<file path="config.mk">
export PLATFORM = sky130hd
export DESIGN_NAME = image_stream_ctrl
export DESIGN_NICKNAME = d
export VERILOG_FILES = /design/src/rtl/image_ctrl_pkg.sv /design/src/rtl/image_delay_cnt.sv /design/src/rtl/image_stream_ctrl.sv
export SDC_FILE = /design/constraint.sdc
export NUM_CORES = 1
export LEC_CHECK = 0
export ABC_AREA = 1
export CELL_PAD_IN_SITES_DETAIL_PLACEMENT = 1
export CELL_PAD_IN_SITES_GLOBAL_PLACEMENT = 1
export CORE_ASPECT_RATIO = 1.2
export CORE_MARGIN = 2
export CORE_UTILIZATION = 36
export DETAILED_ROUTE_END_ITERATION = 12
export GPL_TIMING_DRIVEN = 0
export PLACE_DENSITY = 0.73
export SLEW_MARGIN = 15
export SYNTH_ARGS = -nofsm -noshare
export SYNTH_HDL_FRONTEND = slang
export SYNTH_SLANG_ARGS = --single-unit
</file>
<file path="constraint.sdc">
create_clock -name HCLK -period 2.5 [get_ports HCLK]
set_input_delay 0.5 -clock HCLK [delete_from_list [all_inputs] [get_ports HCLK]]
set_output_delay 0.5 -clock HCLK [all_outputs]
set_load 0.01 [all_outputs]
</file>
<file path="src/rtl/image_ctrl_pkg.sv">
// Shared definitions for the image stream sequencer, its source/sink and bench.
package image_ctrl_pkg;

  localparam int unsigned DEF_WIDTH          = 768;
  localparam int unsigned DEF_HEIGHT         = 512;
  localparam int unsigned DEF_START_UP_DELAY = 100;
  localparam int unsigned DEF_HSYNC_DELAY    = 160;
  localparam bit          DEF_BOTTOM_UP      = 1'b1;

  typedef enum logic [2:0] {
    ST_IDLE,
    ST_VSYNC,
    ST_DATA,
    ST_HBLANK,
    ST_DONE
  } ctrl_state_t;

  function automatic int unsigned max_u(input int unsigned a, input int unsigned b);
    return (a > b) ? a : b;
  endfunction

endpackage

</file>
<file path="src/rtl/image_delay_cnt.sv">
// Loadable down-counter timing the VSYNC and HBLANK phases; done_c flags the last cycle.
module image_delay_cnt #(
  parameter int unsigned W = 8
) (
  input  logic         clk,
  input  logic         rst,
  input  logic         load,
  input  logic [W-1:0] load_val,
  output logic         done_c
);

  logic [W-1:0] count;

  always_ff @(posedge clk or posedge rst) begin
    if (rst) begin
      count <= '0;
    end else if (load) begin
      count <= load_val;
    end else if (count != '0) begin
      count <= count - W'(1);
    end
  end

  assign done_c = (count == W'(1));

endmodule

</file>
<file path="src/rtl/image_stream_ctrl.sv">
// Frame sequencer for the two-pixels-per-cycle image stream: VSYNC/HSYNC timing
// and pixel-pair addressing, with start/abort control and downstream stall.
module image_stream_ctrl
  import image_ctrl_pkg::*;
#(
  parameter int unsigned WIDTH          = DEF_WIDTH,
  parameter int unsigned HEIGHT         = DEF_HEIGHT,
  parameter int unsigned START_UP_DELAY = DEF_START_UP_DELAY,
  parameter int unsigned HSYNC_DELAY    = DEF_HSYNC_DELAY,
  parameter bit          BOTTOM_UP      = DEF_BOTTOM_UP,
  localparam int unsigned RW = (HEIGHT > 1) ? $clog2(HEIGHT) : 1,
  localparam int unsigned CW = $clog2(WIDTH),
  localparam int unsigned AW = $clog2(WIDTH * HEIGHT)
) (
  input  logic          HCLK,
  input  logic          HRESET,
  input  logic          start,
  input  logic          abort,
  input  logic          stall,
  output logic          VSYNC,
  output logic          HSYNC,
  output logic [RW-1:0] row,
  output logic [CW-1:0] col,
  output logic [AW-1:0] pix_addr,
  output logic          line_end,
  output logic          busy,
  output logic          frame_done,
  output logic          ctrl_done
);

  localparam int unsigned DW = $clog2(max_u(START_UP_DELAY, HSYNC_DELAY) + 1);
  localparam logic [RW-1:0] FIRST_ROW  = BOTTOM_UP ? RW'(HEIGHT - 1) : '0;
  localparam logic [RW-1:0] LAST_ROW   = BOTTOM_UP ? '0 : RW'(HEIGHT - 1);
  localparam logic [AW-1:0] FIRST_ADDR = BOTTOM_UP ? AW'((HEIGHT - 1) * WIDTH) : '0;
  localparam logic [CW-1:0] LAST_COL   = CW'(WIDTH - 2);

  if (WIDTH < 2 || (WIDTH % 2) != 0) begin : g_bad_width
    $error("image_stream_ctrl: WIDTH must be even and >= 2");
  end
  if (HEIGHT < 1 || START_UP_DELAY < 1 || HSYNC_DELAY < 1) begin : g_bad_timing
    $error("image_stream_ctrl: HEIGHT and both delays must be >= 1");
  end

  ctrl_state_t   state, state_nxt;
  logic          vsync_nxt, hsync_nxt, line_end_nxt, busy_nxt;
  logic          frame_done_nxt, ctrl_done_nxt;
  logic [RW-1:0] row_nxt;
  logic [CW-1:0] col_nxt;
  logic [AW-1:0] addr_nxt;
  logic          cnt_load, cnt_done_c;
  logic [DW-1:0] cnt_val;

  image_delay_cnt #(.W(DW)) u_delay_cnt (
    .clk      (HCLK),
    .rst      (HRESET),
    .load     (cnt_load),
    .load_val (cnt_val),
    .done_c   (cnt_done_c)
  );

  always_ff @(posedge HCLK or posedge HRESET) begin
    if (HRESET) begin
      state      <= ST_IDLE;
      VSYNC      <= 1'b0;
      HSYNC      <= 1'b0;
      row        <= FIRST_ROW;
      col        <= '0;
      pix_addr   <= FIRST_ADDR;
      line_end   <= 1'b0;
      busy       <= 1'b0;
      frame_done <= 1'b0;
      ctrl_done  <= 1'b0;
    end else begin
      state      <= state_nxt;
      VSYNC      <= vsync_nxt;
      HSYNC      <= hsync_nxt;
      row        <= row_nxt;
      col        <= col_nxt;
      pix_addr   <= addr_nxt;
      line_end   <= line_end_nxt;
      busy       <= busy_nxt;
      frame_done <= frame_done_nxt;
      ctrl_done  <= ctrl_done_nxt;
    end
  end

  // Registers hold the pair last presented; a pair is presented on the edge entering
  // DATA and on every unstalled DATA edge thereafter, so stall never skips or repeats.
  always_comb begin
    state_nxt      = state;
    hsync_nxt      = 1'b0;
    row_nxt        = row;
    col_nxt        = col;
    addr_nxt       = pix_addr;
    frame_done_nxt = 1'b0;
    ctrl_done_nxt  = ctrl_done;
    cnt_load       = 1'b0;
    cnt_val        = '0;

    if (abort) begin
      state_nxt = ST_IDLE;
      row_nxt   = FIRST_ROW;
      col_nxt   = '0;
      addr_nxt  = FIRST_ADDR;
    end else begin
      unique case (state)
        ST_IDLE, ST_DONE: begin
          if (state == ST_DONE) state_nxt = ST_IDLE;
          if (start) begin
            state_nxt     = ST_VSYNC;
            cnt_load      = 1'b1;
            cnt_val       = DW'(START_UP_DELAY);
            ctrl_done_nxt = 1'b0;
            row_nxt       = FIRST_ROW;
            col_nxt       = '0;
            addr_nxt      = FIRST_ADDR;
          end
        end
        ST_VSYNC, ST_HBLANK: begin
          if (cnt_done_c) begin
            state_nxt = ST_DATA;
            hsync_nxt = 1'b1;
          end
        end
        ST_DATA: begin
          if (!stall) begin
            if (col != LAST_COL) begin
              hsync_nxt = 1'b1;
              col_nxt   = col + CW'(2);
              addr_nxt  = pix_addr + AW'(2);
            end else if (row == LAST_ROW) begin
              state_nxt      = ST_DONE;
              frame_done_nxt = 1'b1;
              ctrl_done_nxt  = 1'b1;
            end else begin
              state_nxt = ST_HBLANK;
              cnt_load  = 1'b1;
              cnt_val   = DW'(HSYNC_DELAY);
              col_nxt   = '0;
              row_nxt   = BOTTOM_UP ? row - RW'(1) : row + RW'(1);
              addr_nxt  = AW'(row_nxt) * AW'(WIDTH);
            end
          end
        end
        default: state_nxt = ST_IDLE;
      endcase
    end

    vsync_nxt    = (state_nxt == ST_VSYNC);
    busy_nxt     = (state_nxt != ST_IDLE);
    line_end_nxt = hsync_nxt && (col_nxt == LAST_COL);
  end

endmodule

</file>
[After elaboration in Yosys (flattened, before gate mapping)]
Cells that the tools add are included.
Operators by class
  equality and inequality tests: 17
  reduce and logical (&&, ||, !) cells: 13
  multiplexer cells: 55
  multiply operators: 1
  $add $sub $neg: 4
  bitwise logic cells: 1
Operator list (number)
  19-bit two-way mux: 5
  10-bit two-way mux: 5
  8-bit two-way mux: 6
  9-bit two-way mux: 5
  19-bit one-hot mux with 2 select lines: 1
  3-bit two-way mux: 7
  10-bit one-hot mux with 2 select lines: 1
  19-bit by 2-bit adder with 19-bit output, second input constant: 1
  1-bit two-way mux: 18
  9-bit one-hot mux with 2 select lines: 1
  8-bit one-hot mux with 2 select lines: 1
  3-bit inequality test, second input constant: 4
  9-bit by 2-bit multiplier with 11-bit output, second input constant: 1
  10-bit by 2-bit adder with 10-bit output, second input constant: 1
  10-bit == test, second input constant: 1
  10-bit inequality test, second input constant: 1
  9-bit zero test: 1
  3-bit one-hot mux with 3 select lines: 1
  9-bit by 1-bit subtractor with 9-bit output, second input constant: 1
  8-bit by 1-bit == test with 1-bit output, second input constant: 1
  2-bit inequality test, second input constant: 4
  8-bit nonzero test: 1
  8-bit by 1-bit subtractor with 8-bit output, second input constant: 1
  7-bit two-way mux: 1
  other kinds (14): 21
Word-level totals
  bits in registers: 55
  output and inout bits: 44
  word-level logic and storage cells: 102
  bits of input ports: 5

[Logic depth before layout (Yosys ltp)]
Gate-level depths: netlist of the first run.
  depth in word-level cells: 8
  depth in mapped cells: 19

[Hierarchy]
Synthesis of the first run repeated with hierarchy kept, for this count alone.
Second synthesis, totals
  cell total of the unflattened synthesis: 567
  area total of the unflattened synthesis: 4006.3 µm²
By module, submodules not included
  image_stream_ctrl: cells each 487, times used 1, area each 3430.8 µm², seq. area each 1173.6 µm²
  image_delay_cnt: cells each 80, times used 1, area each 575.6 µm², seq. area each 200.2 µm²

[Worst setup path after synthesis of the first run]
OpenSTA, ideal clock, no wires.
  kind: reg2reg
  start point: register row[0]
  end point: register pix_addr[17]
  cell stages (with the launch flop): 18
  slack: -0.001 ns
  clock period less this slack: 2.501 ns
  required time: 2.384 ns
  library setup time: 0.116 ns
  arrival time: 2.385 ns
  cells stage by stage: dfstp_2 -> inv_2 -> ha_1 -> nand2_1 -> o21ai_0 -> ha_1 -> nand2_1 -> nand2_1 -> nor2_1 -> nor2_1 -> o21ai_0 -> nand2_1 -> nand3_1 -> nand2_1 -> nand3_1 -> nand3_1 -> nand2_1 -> nand2_1
Between the ends
  word-level cells in the longest chain between the ends: 7
RTL lines
  start, declared: line image_stream_ctrl.sv:22  | output logic [RW-1:0] row,
  start signal, assigned: line image_stream_ctrl.sv:77  | row <= row_nxt;
  9-bit by 1-bit subtractor with 9-bit output: line image_stream_ctrl.sv:140  | row_nxt = BOTTOM_UP ? row - RW'(1) : row + RW'(1);
  9-bit by 2-bit multiplier with 11-bit output: line image_stream_ctrl.sv:141  | addr_nxt = AW'(row_nxt) * AW'(WIDTH);
  19-bit two-way mux: line image_stream_ctrl.sv:131  | end else if (row == LAST_ROW) begin
  19-bit two-way mux: line image_stream_ctrl.sv:127  | if (col != LAST_COL) begin
  19-bit two-way mux: line image_stream_ctrl.sv:126  | if (!stall) begin
  19-bit one-hot mux with 2 select lines: line image_stream_ctrl.sv:106  | unique case (state)
  19-bit two-way mux: line image_stream_ctrl.sv:100  | if (abort) begin
  end signal, assigned: line image_stream_ctrl.sv:79  | pix_addr <= addr_nxt;
  end, declared: line image_stream_ctrl.sv:24  | output logic [AW-1:0] pix_addr,
Parallel ways exist; a longest one is shown, timed or not. The select of a mux whose other input is x is not followed.
A chain may end at the register's enable or synchronous reset.

[Worst setup path after layout of the first run]
  start point: register row[1]
  end point: register pix_addr[17]
Same word-level chain as after synthesis.

==> results of run 1 <==
## cell type report
| cell class | instances | area share, % |
|---|---|---|
| plain buffers | 7 | 0.871 |
| clock buffers | 5 | 2.56 |
| clock inverters | 3 | 1.31 |
| inverters | 79 | 6.25 |
| multi-input cells | 383 | 44.8 |
| flip-flops and latches | 54 | 28.1 |
| well taps | 126 | 3.23 |
| repair buffers | 66 | 12.9 |
## cell families after synthesis
logic type | Yosys count | synth area share (%)
and+or+nand+nor | 264 | 32.0
AOI/OAI and AO/OA | 88 | 13.6
other | 1 | 0.100
adders and majority gates | 13 | 4.54
DFF | 54 | 36.6
muxes | 1 | 0.267
buffers and inverters | 86 | 9.08
xor gates and xnor gates | 16 | 3.74
## sequential cells by signal, indices dropped and copies added (netlist names)
register and cells:
frame_done 1, state 3, VSYNC 1, u_delay_cnt.count 8, ctrl_done 1, pix_addr 18
HSYNC 1, row 9, line_end 1, busy 1, col 10
## placed cells by master, fill, tap and decap left out, types with 3 or more instances in the layout
cell	Yosys	layout
xor2_1	11	9
o21ai_2	3	3
nand2_2	3	8
nand4_1	9	9
dfstp_2	18	18
nor2_1	67	62
o21ai_1	5	6
inv_2	6	11
o31ai_1	3	3
ha_1	12	9
a22oi_1	3	3
nand2_4	1	3
ha_4	0	3
nand3_2	1	3
a21oi_2	1	4
inv_4	0	3
nor3_1	8	8
buf_4	3	20
nand2_1	121	114
buf_2	4	4
clkbuf_16	0	5
clkdlybuf4s50_1	0	47
xnor2_1	5	5
nand3_4	2	3
o21ai_0	35	33
inv_1	71	63
nand3_1	32	29
nor2_4	4	5
dfrtp_1	36	36
a21oi_1	26	23
nor2_2	6	10
## power by group
part | internal (W) | switching, W | leakage (nW)
sequential | 0.000958 | 0.0000676 | 0.672
combinational | 0.000303 | 0.000409 | 1.49
clock | 0.000572 | 0.000347 | 0.0915
## worst max-delay path, stage by stage, from the launching register on
cell     delay, ns
dfstp_2       0.58
inv_4         0.06
ha_4          0.19
inv_4         0.06
nand2_4       0.04
nand2_4       0.08
inv_2         0.05
fa_2          0.40
nor2_2        0.13
nor2_2        0.06
nor2_1        0.12
o21ai_1       0.08
nand2_1       0.10
nand3_2       0.08
nand2_2       0.08
nand2_1       0.05
nand2_1       0.07
nand3_2       0.08
nand2_2       0.07
nand2_1       0.04
## metal layers
metal / track usage, % / share of wire [%] / up-vias
met5: 0 / 0 / -
met4: 7.04 / 2.1 / 0
met3: 2.83 / 1.9 / 14
met2: 40.8 / 55 / 53
met1: 24.0 / 41 / 1808
li1: - / - / 1832
## per-stage QoR
stage / total power, W / setup TNS (ns)
final: 0.00266 / -0.0364
after global routing: 0.00280 / -0.735
after CTS: 0.00258 / -0.0310
after detailed placement: 0.00161 / -1.12
after global placement: 0.00158 / -16.11
after floorplan: 0.00142 / 0
## final timing paths
| kind | startpoint | endpoint | slack (ns) | depth (start not counted) |
|---|---|---|---|---|
| worst max register to register | row[1]$_DFFE_PP1P_ | pix_addr[17]$_DFFE_PP0P_ | -0.03 | 19 |
| worst max-delay path | row[1]$_DFFE_PP1P_ | pix_addr[17]$_DFFE_PP0P_ | -0.03 | 19 |
| worst min-delay path | u_delay_cnt.count[1]$_DFFE_PP0P_ | u_delay_cnt.count[1]$_DFFE_PP0P_ | 0.49 | 2 |
| worst min register to register | u_delay_cnt.count[1]$_DFFE_PP0P_ | u_delay_cnt.count[1]$_DFFE_PP0P_ | 0.49 | 2 |
| max in group asynchronous | HRESET | pix_addr[18]$_DFFE_PP1P_ | 1.32 | 3 |
| min in group asynchronous | HRESET | u_delay_cnt.count[4]$_DFFE_PP0P_ | 0.55 | 2 |
## what timing repair did
item	in CTS	in global routing
endpoints found under the setup margin	6	5
buffers inserted	4	14
pin swaps	5	17
gates resized for setup	21	23
==> run_results.csv, run 1 <==
group,metric,value,unit
clock_network,clock-sinks,54,
logic_synthesis,syn_nets,541,
drt,first_pass_iters,6,
logic_synthesis,synth.area.top_cells,"dfrtp_1 24%, dfstp_2 13%, nand2_1 12%",
logic_synthesis,syn_inst,523,
finish,fin_nets,614,
finish,ff_latch_area,0.00137,mm²
grt,grt_pass1_vias,3989,
drt,wl_per_cell,16.3,µm
finish,instances_no_fill,723,
finish,final_layout_size_suffix_gt1_share,19.9,%
logic_synthesis,netlist_area,0.00375,mm²
worst_setup_path,cp_data_required_time,2.70,ns
clock_network,cts_buffers,5,
clock_network,cts_buffer_depth,2,
power,power.density,544,mW/mm²
logic_synthesis,ys_warn_count,0,
logic_synthesis,ys_async_sr_fraction,100,%
floorplan,start_util,37.3,%
timing,rsz0062_at_grt,"yes",
logic_synthesis,yosysMostFrequentCell,"nand2_1",
logic_synthesis,synth_cell_types,50,
drt,drc,0,
place,postPlaceCellArea,0.00440,mm²
min_path,hold_class,"reg -> reg",
worst_setup_path,crit_arrival,2.73,ns
clock_network,cts_max_level,2,
place,place_inst,697,
timing,maxSlewHeadroom,66.0,%
logic_synthesis,synth.top_cell.area_share,24.0,%
timing,finalHoldViolCount,0,
worst_setup_path,cp-end-kind,"flop",
logic_synthesis,synth.cells.most_frequent,"121 x nand2_1, 71 x inv_1, 67 x nor2_1, 36 x dfrtp_1, 35 x o21ai_0",
finish,syn2layout_area_growth,30.2,%
finish,finalInstanceArea,0.00488,mm²
drt,vias,3707,
grt,grt_max_degree,34,
finish,multiInputGateArea,0.00219,mm²
power,leakage,2.26,nW
timing,finalCriticalPeriod,2.53,ns
floorplan,rows,40,
place,io_buffers,47,
floorplan,die_x,97.2,µm
timing,whs,0.493,ns
timing,setup_viol,2,
logic_synthesis,synth-edff-count,0,
drt,routed_via_density,5.13,
finish,antenna_cells,0,
outcome,status,"finished with violations",
worst_setup_path,critical_path.max_fanout,5,
logic_synthesis,seq_area_frac_synth,36.6,%
clock_network,clkLatencyLatePin,0.30,ns
worst_setup_path,path_class,"reg -> reg",
timing,fin_crit_sh,101,%
finish,final_core_util,48.5,%
floorplan,ios,49,
floorplan,core_area,0.0101,mm²
drt,finalWirelength,11.8,mm
clock_network,ctsRootBufferMaster,"clkbuf_16",
floorplan,dieArea,0.0113,mm²
timing,fin_ws,-0.0279,ns
clock_network,cts_tree,"built",
job,maxCapViolations,0,
worst_setup_path,start_kind,"flop",
timing,drv_slew,0,
drt,ant_nets,0,
grt,grt_pass1_wl,19.2,mm
finish,fillers,1264,
grt,antenna_found_initial,0,
logic_synthesis,yosys.area.top_type,"dfrtp_1",
place,gp_congestion,0.863,
outcome,violations,"negative setup slack",
logic_synthesis,avgSynthCellArea,7.17,µm²
clock_network,ctsHoldBuffers,0,
place,hpwl,8.56,mm
place,place_ws,-0.416,ns
grt,grt.overflow.total,0,
logic_synthesis,ys_ff_latch,54,
drt,drt_iter0_markers,83,
timing,fin_skew,0.00647,ns
grt,track_usage,21.1,%
power,peakVddDrop,287,µV
clock_network,path_clk_slew,0.07,ns
timing,fmax,0.396,GHz
logic_synthesis,ys.flop_type,"dfrtp_1",
floorplan,die_h,116,µm
timing,worst_pin_slew,0.509,ns
Power figures use the tool's default switching activity.
==> inputs of run 2 (changes only) <==
CORE_UTILIZATION = 44   (was 36)
PLACE_DENSITY = 0.84   (was 0.73)
clock period = 3.2 ns   (was 2.5 ns; I/O delays follow)
==> run 2 against run 1 <==
The flow now finishes without violations. Global-route usage up 4.7 points. Sequential power down 22%. Critical path depth shrank 5. Count of clock-buffer cells in the layout increased by 1. Critical path type unchanged. Critical endpoint unchanged.
==> run_results.csv, run 2 (same netlist as run 1, synthesis figures left out) <==
group,metric,value,unit
worst_setup_path,critical_path.max_fanout,5,
worst_setup_path,ff2ff_path_depth,14,
floorplan,ios,49,
min_path,min-delay-start,"u_delay_cnt.count[1]$_DFFE_PP0P_",
timing,setup_viol,0,
timing,fmax,0.340,GHz
drt,drt_iter0_markers,131,
drt,first_pass_iters,5,
clock_network,cts_buffers,5,
place,gp_congestion,0.850,
floorplan,start_util,45.7,%
clock_network,path_clk_slew,0.11,ns
drt,finalWirelength,11.2,mm
finish,instances_no_fill,693,
timing,fin_ws,0.257,ns
grt,grt_max_degree,36,
timing,finalHoldViolCount,0,
clock_network,ctsHoldBuffers,0,
finish,largest_register_ffs,18,
clock_network,cts_max_level,2,
finish,final_layout_size_suffix_gt1_share,11.7,%
worst_setup_path,crit_arrival,3.17,ns
finish,top_register,"pix_addr",
clock_network,clock-sinks,54,
worst_setup_path,cp-end-kind,"flop",
place,place_inst,685,
finish,fillers,1072,
finish,most-common-layout-cells,"121 x nand2_1, 70 x inv_1, 67 x nor2_1",
grt,antenna_found_initial,0,
job,maxCapViolations,0,
clock_network,clkLatencyLatePin,0.32,ns
worst_setup_path,regToRegSetupSlack,0.26,ns
clock_network,cts_buffer_depth,2,
floorplan,dieArea,0.00928,mm²
place,io_buffers,47,
drt,drc,0,
place,hpwl,8.52,mm
floorplan,die_h,105,µm
timing,fin_skew,0.0134,ns
clock_network,cts_tree,"built",
worst_setup_path,rr_endpoint,"pix_addr[17]$_DFFE_PP0P_",
drt,routed_via_density,5.38,
place,place_ws,0.278,ns
grt,grt_pass1_vias,3893,
worst_setup_path,cp_data_required_time,3.43,ns
finish,antenna_cells,0,
min_path,hold-path-endpoint,"u_delay_cnt.count[1]$_DFFE_PP0P_",
floorplan,die_x,88.3,µm
timing,finalSetupTns,0,ns
timing,drv_slew,0,
min_path,hold_depth,2,
power,power.density,385,mW/mm²
power,peakVddDrop,278,µV
finish,reg_top3,"pix_addr x18, col x10, row x9",
drt,vias,3726,
timing,rsz0062_at_grt,"no",
grt,grt_pass1_wl,19.1,mm
power,p_total,0.00173,W
worst_setup_path,start_kind,"flop",
floorplan,core_area,0.00820,mm²
timing,fin_crit_sh,92.0,%
drt,ant_nets,0,
finish,syn2layout_area_growth,19.8,%
grt,grt.overflow.total,0,
worst_setup_path,path_class,"reg -> reg",
timing,finalCriticalPeriod,2.94,ns
min_path,hold_class,"reg -> reg",
worst_setup_path,r2r_start,"row[0]$_DFFE_PP1P_",
finish,final_common_cell,"nand2_1",
outcome,status,"completed",
power,leakage,2.12,nW
floorplan,rows,36,
finish,fin_nets,596,
drt,wl_per_cell,16.2,µm
clock_network,ctsRootBufferMaster,"clkbuf_8",
grt,track_usage,25.8,%
-- run 2: cell types whose count changed in the layout (fill, tap and decap cells not counted), sizes merged --
cell / previous run / this run
buf: 26 / 8
bufinv: 2 / 1
clkbuf: 5 / 6
clkinv: 3 / 2
clkinvlp: 0 / 1
-- run 2: worst max path at each step --
| stage | from | endpoint | depth (start not counted) |
|---|---|---|---|
| finish | row[0]$_DFFE_PP1P_ | pix_addr[17]$_DFFE_PP0P_ | 14 |
| detailed placement | row[0]$_DFFE_PP1P_ | pix_addr[17]$_DFFE_PP0P_ | 14 |
| CTS | row[0]$_DFFE_PP1P_ | pix_addr[17]$_DFFE_PP0P_ | 17 |
| global route | row[0]$_DFFE_PP1P_ | pix_addr[17]$_DFFE_PP0P_ | 18 |
| global placement | HRESET | pix_addr[7]$_DFFE_PP0P_ | 2 |
| floorplan | row[0]$_DFFE_PP1P_ | pix_addr[17]$_DFFE_PP0P_ | 17 |
-- run 2: per-layer routing --
metal / global-route usage (%) / vias up / routed length, µm
met3: 2.37 / 11 / 267
li1: - / 1795 / -
met1: 33.6 / 1845 / 4880
met2: 45.4 / 75 / 5930
met4: 5.84 / 0 / 126
met5: 0 / - / 0
-- run 2: where the power goes --
part	total, W	switching [W]	internal [W]
Combinational	0.000452	0.000281	0.000171
Sequential	0.000801	0.0000523	0.000749
Clock	0.000476	0.000242	0.000234
Total	0.00173	0.000576	0.00115
-- run 2: final cells by class --
cell class / instances / area, µm² / area share (%)
multi-input combinational: 383 / 2040 / 45.3
sequential: 54 / 1370 / 30.6
timing repair buffer: 48 / 490 / 10.9
inverter: 79 / 298 / 6.63
tap: 114 / 143 / 3.17
clock buffer: 6 / 72.6 / 1.62
buffer: 7 / 42.5 / 0.947
clock inverter: 2 / 37.5 / 0.835
-- run 2: critical path: stages (launching register included) --
cell	delay [ns]
dfstp_2	0.60
inv_2	0.08
ha_1	0.26
nand2_1	0.11
nor2_1	0.09
nand2_1	0.19
inv_1	0.12
nor2_1	0.27
inv_1	0.16
ha_1	0.35
or2_2	0.31
nand3_1	0.08
nand3_1	0.10
nand2_1	0.07
nand2_1	0.04
-- run 2: what timing repair did --
item                       4_1_cts  5_1_grt
gates resized for setup          0        1
buffers inserted                 0        0
setup endpoints to repair        0        2
-- run 2: through the flow --
step	util, %	hold WS, ns	instance area, µm²
global route	54.8	0.542	4490
detailed placement	53.5	0.474	4380
global placement	53.2	0.469	4360
CTS	54.8	0.498	4490
floorplan	-	0.452	3750
finish	54.8	0.495	4490
==> inputs of run 3 (changes only) <==
CELL_PAD_IN_SITES_DETAIL_PLACEMENT = not set   (was 1)
CELL_PAD_IN_SITES_GLOBAL_PLACEMENT = not set   (was 1)
CORE_UTILIZATION = 45   (was 44)
CTS_BUF_LIST = sky130_fd_sc_hd__clkbuf_16   (was not set)
PLACE_DENSITY = 0.77   (was 0.84)
==> run 3 against run 2 <==
Combinational power fell by 4%. Sequential power barely moved. Maximum frequency rose by 5.2%. Hold slack barely moved. Clock power rose by 11%. Die area fell by 2.1%. Final cell count fell by 2.7%. Register-to-register slack improved by 0.15 ns. Wire length fell by 17%. Largest cell class unchanged.
==> run_results.csv, run 3 (same netlist as run 1, synthesis figures left out) <==
group,metric,value,unit
floorplan,core_area,0.00811,mm²
timing,fin_crit_sh,87.4,%
timing,finalCriticalPeriod,2.80,ns
finish,most-common-layout-cells,"121 x nand2_1, 70 x inv_1, 67 x nor2_1",
finish,final_core_util,55.6,%
job,maxCapViolations,0,
worst_setup_path,cp_data_required_time,3.39,ns
place,io_buffers,47,
power,p_comb_share,24.7,%
worst_setup_path,slowest_stage,"dfstp_2",
drt,finalWirelength,9.34,mm
clock_network,cts_tree,"built",
finish,syn2layout_area_growth,20.3,%
clock_network,clock-sinks,54,
power,swShare,31.6,%
clock_network,cts_buffer_depth,2,
floorplan,ios,49,
grt,antenna_found_initial,0,
drt,drc,0,
power,intPower,0.00121,W
timing,fin_skew,0.00639,ns
finish,fillers,740,
min_path,hold_class,"reg -> reg",
worst_setup_path,crit_chain,"inv_2, ha_1, inv_1, nand2_1, nand2_1, inv_1, fa_1, nor2_1, nor2_1, nor2_1, o21ai_0, nand2_1, nand3_1, nand2_1, nand2_1, nand2_1, nand3_1, nand2_1, nand2_1",
outcome,status,"completed",
floorplan,start_util,46.2,%
power,power.density,391,mW/mm²
grt,track_usage,21.1,%
finish,final_common_cell,"nand2_1",
timing,finalSetupTns,0,ns
timing,fmax,0.358,GHz
worst_setup_path,crit_arrival,2.98,ns
timing,fin_ws,0.404,ns
drt,vias,3666,
worst_setup_path,rr_endpoint,"pix_addr[17]$_DFFE_PP0P_",
drt,first_pass_iters,5,
power,peakVddDrop,275,µV
grt,grt_pass1_vias,3562,
drt,ant_nets,0,
timing,worst_pin_slew,0.734,ns
clock_network,post-cts-setup-buffer-count,0,
place,hpwl,7.14,mm
worst_setup_path,regToRegSetupSlack,0.40,ns
clock_network,ctsRootBufferMaster,"clkbuf_16",
clock_network,ctsHoldBuffers,0,
floorplan,die_h,104,µm
finish,reg_top3,"pix_addr x18, col x10, row x9",
power,pwr-share-seq,45.5,%
worst_setup_path,ff2ff_path_depth,19,
drt,routed_via_density,5.44,
clock_network,cts_buffers,5,
power,leakage,2.14,nW
worst_setup_path,start_kind,"flop",
min_path,hold-path-endpoint,"u_delay_cnt.count[1]$_DFFE_PP0P_",
finish,largest_register_ffs,18,
place,gp_congestion,0.903,
floorplan,rows,36,
worst_setup_path,cp-end-kind,"flop",
floorplan,dieArea,0.00908,mm²
timing,finalHoldViolCount,0,
clock_network,cts_max_level,2,
drt,drt_iter0_markers,190,
timing,rsz0062_at_grt,"no",
finish,final_layout_size_suffix_gt1_share,11.9,%
min_path,min-delay-start,"u_delay_cnt.count[1]$_DFFE_PP0P_",
worst_setup_path,path_class,"reg -> reg",
finish,fin_nets,596,
grt,grt_max_degree,35,
floorplan,die_x,87.3,µm
finish,antenna_cells,0,
worst_setup_path,critical_path.max_fanout,5,
place,place_ws,0.431,ns
min_path,hold_depth,2,
timing,setup_viol,0,
timing,whs,0.494,ns
power,netSwitchingPower,0.000557,W
grt,grt_pass1_wl,15.8,mm
timing,drv_slew,0,
timing,maxSlewHeadroom,51.0,%
power,p_clk_share,29.8,%
grt,grt.overflow.total,0,
worst_setup_path,r2r_start,"row[0]$_DFFE_PP1P_",
finish,top_register,"pix_addr",
worst_setup_path,max_stage_delay,0.60,ns
clock_network,path_clk_slew,0.07,ns
clock_network,clkLatencyLatePin,0.29,ns
worst_setup_path,cp_common_cell,"nand2_1",
drt,wl_per_cell,13.9,µm
clock_network,cts-resized-gates,0,
## run 3: cell types whose count changed in the layout (fill, tap and decap cells not counted), sizes merged
cell	change
clkinv	+2
bufinv	-1
clkbuf	-1
## run 3: power groups by stage
| stage | Sequential, W | Clock [W] | Combinational (W) |
|---|---|---|---|
| 2_1_floorplan | 0.000807 | 0 | 0.000300 |
| 3_3_place_gp | 0.000810 | 0 | 0.000411 |
| 3_5_place_dp | 0.000812 | 0 | 0.000433 |
| 4_1_cts | 0.000802 | 0.000543 | 0.000434 |
| 5_1_grt | 0.000809 | 0.000575 | 0.000493 |
| 6_report | 0.000802 | 0.000526 | 0.000435 |
## run 3: worst max-delay path by stage
stage,slack [ns],endpoint,startpoint
detailed placement,0.43,pix_addr[17]$_DFFE_PP0P_,row[0]$_DFFE_PP1P_
global placement,0.22,line_end$_DFF_PP0_,HRESET
CTS,0.37,pix_addr[17]$_DFFE_PP0P_,row[0]$_DFFE_PP1P_
finish,0.40,pix_addr[17]$_DFFE_PP0P_,row[0]$_DFFE_PP1P_
global route,0.11,pix_addr[17]$_DFFE_PP0P_,row[0]$_DFFE_PP1P_
floorplan,0.70,pix_addr[17]$_DFFE_PP0P_,row[0]$_DFFE_PP1P_
## run 3: layout make-up
type,count,area (µm²),share of cell area [%]
multi-input cells,383,2040,45.2
flip-flops and latches,54,1370,30.4
repair buffers,48,498,11.0
inverters,79,298,6.60
clock buffers,5,125,2.77
well taps,95,119,2.63
plain buffers,7,42.5,0.943
clock inverters,3,16.3,0.361
## run 3: layer usage
layer  track usage, %  vias to the layer above  wire length (µm)
li1                 -                     1800                 -
met1             25.3                     1727              3890
met2             36.3                      117              4710
met3             3.57                       22               485
met4             9.23                        0               260
met5                0                        -                 0
## run 3: metrics by stage
stage	area (µm²)	power (W)	std cells
3_3_place_gp	4340	0.00122	665
6_report	4510	0.00176	674
5_1_grt	4510	0.00188	674
4_1_cts	4510	0.00178	674
3_5_place_dp	4370	0.00124	666
2_1_floorplan	3750	0.00111	523
## run 3: worst max-delay path: cells and delay by family (launching register included)
family / cells / cell delay [ns]
AOI/OAI and AO/OA: 1 / 0.08
adders and majority gates: 2 / 0.68
buffers and inverters: 3 / 0.29
DFF: 1 / 0.60
and+or+nand+nor: 13 / 1.02
